### src/rtl/hazard_ctrl_pkg.sv
// Shared types and helpers for the pipeline hazard controller.
package hazard_ctrl_pkg;

    typedef enum logic {
        HZ_IDLE = 1'b0,
        HZ_WAIT = 1'b1
    } hazard_state_e;

    localparam int unsigned IFETCH_IDX     = 0;
    localparam int unsigned DEF_REG_ADDR_W = 5;

    typedef logic [DEF_REG_ADDR_W-1:0] reg_idx_t;

    // Bits needed to hold values 0..max_val (at least one bit).
    function automatic int unsigned cnt_width(input int unsigned max_val);
        return (max_val < 2) ? 1 : $clog2(max_val + 1);
    endfunction

endpackage

### src/rtl/hazard_ctrl_mem_tracker.sv
// Per-port outstanding-read tracker: IDLE/WAIT FSM, saturating wait counter, sticky timeout.
module hazard_mem_tracker
    import hazard_ctrl_pkg::*;
#(
    parameter int unsigned TIMEOUT_CYCLES = 1024
) (
    input  logic clk_i,
    input  logic reset_n_i,
    input  logic read_v_i,
    input  logic resp_v_i,
    output logic mem_stall_c,
    output logic timeout_v_o
);

    localparam int unsigned CNT_W = cnt_width(TIMEOUT_CYCLES);
    localparam logic [CNT_W-1:0] CNT_MAX = CNT_W'(TIMEOUT_CYCLES);

    hazard_state_e    state_q, state_d;
    logic [CNT_W-1:0] cnt_q, cnt_d;
    logic             timeout_q, timeout_d;

    always_ff @(posedge clk_i or negedge reset_n_i) begin
        if (!reset_n_i) begin
            state_q   <= HZ_IDLE;
            cnt_q     <= '0;
            timeout_q <= 1'b0;
        end else begin
            state_q   <= state_d;
            cnt_q     <= cnt_d;
            timeout_q <= timeout_d;
        end
    end

    always_comb begin
        state_d   = state_q;
        cnt_d     = cnt_q;
        timeout_d = timeout_q;
        case (state_q)
            HZ_IDLE: begin
                if (read_v_i && !resp_v_i) begin
                    state_d = HZ_WAIT;
                    cnt_d   = CNT_W'(1);
                end
            end
            HZ_WAIT: begin
                if (resp_v_i) begin
                    state_d = HZ_IDLE;
                    cnt_d   = '0;
                end else if (cnt_q != CNT_MAX) begin
                    cnt_d = cnt_q + CNT_W'(1);
                end
            end
            default: begin
                state_d = HZ_IDLE;
                cnt_d   = '0;
            end
        endcase
        // Flag lands together with the counter reaching the limit.
        if (state_d == HZ_WAIT && cnt_d == CNT_MAX) begin
            timeout_d = 1'b1;
        end
    end

    assign mem_stall_c = read_v_i & ~resp_v_i;
    assign timeout_v_o = timeout_q;

endmodule

### src/rtl/hazard_ctrl.sv
// Pipeline hazard controller: memory-wait stalls, oldest-wins redirect flushes, load-use bubbles.
module hazard_ctrl
    import hazard_ctrl_pkg::*;
#(
    parameter int unsigned NUM_STAGES      = 6,
    parameter int unsigned NUM_MEM_PORTS   = 2,
    parameter int unsigned REG_ADDR_W      = 5,
    parameter int unsigned DECODE_IDX      = 1,
    parameter int unsigned RFETCH_IDX      = 2,
    parameter int unsigned LOAD_USE_CYCLES = 1,
    parameter int unsigned TIMEOUT_CYCLES  = 1024
) (
    input  logic                     clk_i,
    input  logic                     reset_n_i,
    input  logic [NUM_MEM_PORTS-1:0] mem_read_v_i,
    input  logic [NUM_MEM_PORTS-1:0] mem_resp_v_i,
    input  logic [NUM_STAGES-1:0]    br_v_i,
    input  logic                     load_v_i,
    input  logic [REG_ADDR_W-1:0]    load_rd_i,
    input  logic                     dec_rs1_v_i,
    input  logic                     dec_rs2_v_i,
    input  logic [REG_ADDR_W-1:0]    dec_rs1_i,
    input  logic [REG_ADDR_W-1:0]    dec_rs2_i,
    output logic [NUM_STAGES-1:0]    stall_v_o,
    output logic [NUM_STAGES-1:0]    flush_v_o,
    output logic                     bubble_v_o,
    output logic [NUM_MEM_PORTS-1:0] timeout_v_o
);

    localparam int unsigned IDX_W = cnt_width(NUM_STAGES - 1);
    localparam int unsigned LU_W  = cnt_width(LOAD_USE_CYCLES);
    localparam logic [LU_W-1:0]  LU_RELOAD = LU_W'(LOAD_USE_CYCLES - 1);
    localparam logic [IDX_W-1:0] DEC_IDX   = IDX_W'(DECODE_IDX);

    logic [NUM_MEM_PORTS-1:0] mem_stall_c;
    logic                     mem_stall_any;
    logic [IDX_W-1:0]         new_idx;
    logic [IDX_W-1:0]         eff_idx;
    logic [IDX_W-1:0]         pend_q, pend_d;
    logic                     hazard_c;
    logic                     lu_active;
    logic [LU_W-1:0]          lu_cnt_q, lu_cnt_d;

    for (genvar p = 0; p < NUM_MEM_PORTS; p++) begin : g_port
        hazard_mem_tracker #(
            .TIMEOUT_CYCLES (TIMEOUT_CYCLES)
        ) u_trk (
            .clk_i       (clk_i),
            .reset_n_i   (reset_n_i),
            .read_v_i    (mem_read_v_i[p]),
            .resp_v_i    (mem_resp_v_i[p]),
            .mem_stall_c (mem_stall_c[p]),
            .timeout_v_o (timeout_v_o[p])
        );
    end

    assign mem_stall_any = |mem_stall_c;

    // Highest resolving stage is the oldest instruction; ifetch cannot redirect.
    always_comb begin
        new_idx = '0;
        for (int unsigned k = IFETCH_IDX + 1; k < NUM_STAGES; k++) begin
            if (br_v_i[k]) begin
                new_idx = IDX_W'(k);
            end
        end
    end

    assign eff_idx = (new_idx > pend_q) ? new_idx : pend_q;
    assign pend_d  = mem_stall_any ? eff_idx : '0;

    always_ff @(posedge clk_i or negedge reset_n_i) begin
        if (!reset_n_i) begin
            pend_q   <= '0;
            lu_cnt_q <= '0;
        end else begin
            pend_q   <= pend_d;
            lu_cnt_q <= lu_cnt_d;
        end
    end

    assign hazard_c = load_v_i && (load_rd_i != '0) &&
                      ((dec_rs1_v_i && (dec_rs1_i == load_rd_i)) ||
                       (dec_rs2_v_i && (dec_rs2_i == load_rd_i)));
    assign lu_active = hazard_c || (lu_cnt_q != '0);

    // Remaining extra load-use cycles; frozen under a memory stall.
    always_comb begin
        lu_cnt_d = lu_cnt_q;
        if (mem_stall_any) begin
            lu_cnt_d = lu_cnt_q;
        end else if (eff_idx > DEC_IDX) begin
            lu_cnt_d = '0;
        end else if (lu_cnt_q != '0) begin
            lu_cnt_d = lu_cnt_q - LU_W'(1);
        end else if (hazard_c) begin
            lu_cnt_d = LU_RELOAD;
        end
    end

    always_comb begin
        stall_v_o = '0;
        flush_v_o = '0;
        if (reset_n_i) begin
            if (mem_stall_any) begin
                stall_v_o = '1;
            end else if (eff_idx != '0) begin
                for (int unsigned k = 0; k < NUM_STAGES; k++) begin
                    flush_v_o[k] = (IDX_W'(k) < eff_idx);
                end
            end else if (lu_active) begin
                for (int unsigned k = 0; k <= DECODE_IDX; k++) begin
                    stall_v_o[k] = 1'b1;
                end
                flush_v_o[RFETCH_IDX] = 1'b1;
            end
        end
    end

    assign bubble_v_o = |flush_v_o;

endmodule
### config.mk
export PLATFORM = sky130hd
export DESIGN_NAME = hazard_ctrl
export DESIGN_NICKNAME = d
export VERILOG_FILES = /design/src/rtl/hazard_ctrl_pkg.sv /design/src/rtl/hazard_ctrl_mem_tracker.sv /design/src/rtl/hazard_ctrl.sv
export SDC_FILE = /design/constraint.sdc
export NUM_CORES = 1
export LEC_CHECK = 0
export CORE_UTILIZATION = 40
export CTS_CLUSTER_SIZE = 10
export DETAILED_ROUTE_END_ITERATION = 7
export DONT_BUFFER_PORTS = 1
export SYNTH_ARGS = -nofsm -noshare
export SYNTH_HDL_FRONTEND = slang
export SYNTH_HIERARCHICAL = 1
export SYNTH_SLANG_ARGS = --single-unit
### constraint.sdc
create_clock -name clk_i -period 2.46 [get_ports clk_i]
set_input_delay 0.123 -clock clk_i [delete_from_list [all_inputs] [get_ports clk_i]]
set_output_delay 0.123 -clock clk_i [all_outputs]
set_load 0.01 [all_outputs]
==> metrics.md <==
| Metric | Value |
|---|---|
| Status | `finished, final reports clean` |
| Die span in y | `76.7 um` |
| Worst Tran Pin Value | `0.846 ns` |
| Placed insts | `315` |
| Synth top area cells | `dfrtp_1 (32%), xnor2_1 (5.5%), o21ai_0 (4.9%)` |
| Period minus WS final | `2.24 ns` |
| Top FF cell, synth | `dfrtp_1` |
| Commonest non-fill, non-tap cell in the layout | `dfrtp_1` |
| CTS tree | `done` |
| Switching part of the total power | `30.7%` |
| Vias | `1857` |
| Comb pwr share | `24.4%` |
| Avg WL per Cell | `13.8 um` |
| Initial antenna violation count | `0` |
| Routability Congestion | `0.802` |
| Fin Setup TNS | `0 ns` |
| Clock Power Share | `31.3%` |
| Asr flop ratio synth | `100%` |
| Fin area | `0.00235 mm^2` |
| Chip width | `76.7 um` |
| Antenna Violating Nets Remaining | `0` |
| Half-perimeter wire length after detailed placement | `3310 um` |
| Synth Instances | `258` |
| Synth cell types | `47` |
| Via density per instance | `5.68` |
| Hold Vio Cnt, Final | `0` |
| TritonCTS Sinks | `29` |
| Number of global-route vias before repair | `1740` |
| Clock Latency Late Sink | `0.27 ns` |
| WP data required | `2.34 ns` |
| H-tree levels | `2` |
| Crit path capture type | `output port` |
| Pin count of the biggest net entering global routing | `30` |
| # Max-Cap Violations | `0` |
| HP Class | `in2reg` |
| Number of setup violations in the final report | `0` |
| Global-route wire length before repair | `7870 um` |
| P_int | `0.826 mW` |
| CP startpoint kind | `flip-flop` |
| Register area share after synthesis | `32.5%` |
| Hold path cells | `2` |
| Clock tree buffer depth | `2` |
| Layout cells sized above 1 | `12.1%` |
| Leak | `0.961 nW` |
| Number of synthesized flops with an enable pin | `0` |
| VDD IR max | `0.296 mV` |
| Clk slew on worst S/H paths | `0.06 ns` |
| Worst hold slack | `0.0711 ns` |
| Diode count | `0` |
| Fmax | `446 MHz` |
| Fill cells | `517` |
| Post-Place Cell Area | `0.00222 mm^2` |
| Final period util | `91.1%` |
| Grt ovf | `0` |
| Setup Skew | `0.00466 ns` |
| Final wirelength | `4520 um` |
| Core Area | `0.00524 mm^2` |
| Die area | `0.00589 mm^2` |
| Row count | `26` |
| I/O Buffers | `0` |
| RSZ-0062 raised after global routing | `no` |
| Pwr Density | `507 mW/mm^2` |
| DRC viols | `0` |
| Nets | `293` |
| Seq cells post-synth | `29` |
| Syn Std Cell Area | `0.00223 mm^2` |
| Final Core Density | `44.9%` |
| GR Util All Layers | `16.6%` |
| Cell taking the most area after synthesis | `dfrtp_1` |
| Io pins | `45` |
| Sequential power share | `44.3%` |
| Final std cells w/o fill | `327` |
| Layout area overhead | `5.21%` |
| Net Sw Power | `0.366 mW` |
| Synthesized area per cell | `8.66 um^2` |
| Max Fanout on Critical Path | `7` |
| Syn_nets | `295` |
| Commonest non-fill, non-tap cells in the layout | `dfrtp_1 (29), nor2_1 (26), o21ai_0 (22)` |
| Synth warn | `6` |
| R2R depth | `8` |
| Worst slew margin | `43.5%` |
| TritonCTS buffer count | `5` |
| Critical path class | `reg2out` |
| Arrival @ worst endpoint | `2.12 ns` |
| Slew Viols, Final | `0` |
| Initial Utilization | `42.6%` |
| Root Driver | `clkbuf_8` |
| Synth top area share | `32.5%` |
| DRT iter0 DRCs | `95` |
| DRT Pass-1 Iters | `4` |
==> power by group through the flow <==
| stage | logic (mW) | registers, mW | clock network (mW) |
|---|---|---|---|
| after global routing | 0.326 | 0.533 | 0.413 |
| final | 0.290 | 0.528 | 0.373 |
| after floorplan | 0.238 | 0.527 | 0 |
| after detailed placement | 0.275 | 0.537 | 0 |
| after global placement | 0.274 | 0.536 | 0 |
| after CTS | 0.292 | 0.528 | 0.391 |
==> logic make-up after synthesis <==
family / after synthesis / synth area share, %
buf+inv: 26 / 7.40
flops: 29 / 32.5
mux: 1 / 0.616
xor+xnor: 18 / 7.06
fa+ha+maj: 7 / 3.92
compound gates: 71 / 20.8
simple gates: 106 / 27.7
==> flip-flops by register name, summed over array words and instances, names as in the netlist <==
signal	flops
pend_q	3
g_port.u_trk/state_q	2
g_port.u_trk/timeout_v_o	2
g_port.u_trk/cnt_q	22
==> final timing paths <==
kind                                            from                     endpoint  slack (ns)
max                                        pend_q[2]                 stall_v_o[0]        0.22
min                                  mem_resp_v_i[1]      g_port[1].u_trk/state_q        0.07
max reg2reg                 g_port[0].u_trk/cnt_q[0]  g_port[0].u_trk/timeout_v_o        0.35
min reg2reg                g_port[0].u_trk/cnt_q[10]    g_port[0].u_trk/cnt_q[10]        0.52
max in group asynchronous                  reset_n_i                    pend_q[0]        2.01
min in group asynchronous                  reset_n_i     g_port[0].u_trk/cnt_q[9]        0.28
==> synth_stat cells (3+ instances only) <==
cell       n
nor3_1     3
nor4_1     4
o22ai_1    8
xor2_1     4
o21ai_1    4
dfrtp_1   29
nand4_1    4
a21oi_1    8
nor4b_2    4
nand2_1   20
ha_1       7
buf_6      6
or4_1      3
nor2b_1    3
o31ai_1    4
inv_1     10
o21ai_0   22
and3_1     7
buf_2      6
xnor2_1   14
nand2b_1   6
buf_4      4
nor2_1    26
a31oi_1    6
nand3_1   11
==> cell type report <==
class	count	area, um^2	area share (%)
Sequential cell	29	726	30.9
Clock buffer	8	80.1	3.41
Tap cell	70	87.6	3.73
Multi-Input combinational cell	203	1350	57.3
Inverter	10	37.5	1.60
Timing Repair Buffer	7	72.6	3.09
==> critical path, stage by stage, from the launching register on <==
cell	delay [ns]
dfrtp_1	0.36
inv_1	0.05
ha_1	0.33
and3_1	0.21
a21oi_4	0.21
mux2i_2	0.31
nand3_1	0.12
o21bai_2	0.25
==> routing by layer <==
metal  part of all wire (%)  track usage (%)
met1                     49             21.8
met2                     46             26.6
met3                    4.5             3.33
met4                   0.57             6.35
met5                      0                0
==> repair_timing <==
| action | CTS | global route |
|---|---|---|
| resized for setup | 0 | 1 |
| setup endpoints to repair | 0 | 2 |
| endpoints found under the hold margin | 31 | 0 |
| buffers inserted | 0 | 0 |
| hold buffers | 4 | 0 |
==> through the flow <==
step	total power, mW	setup slack [ns]
floorplan	0.765	0.403
global placement	0.810	0.327
detailed placement	0.811	0.331
CTS	1.21	0.0660
global route	1.27	0.0595
finish	1.19	0.220
Note: power is estimated with default switching activity, not from simulation.
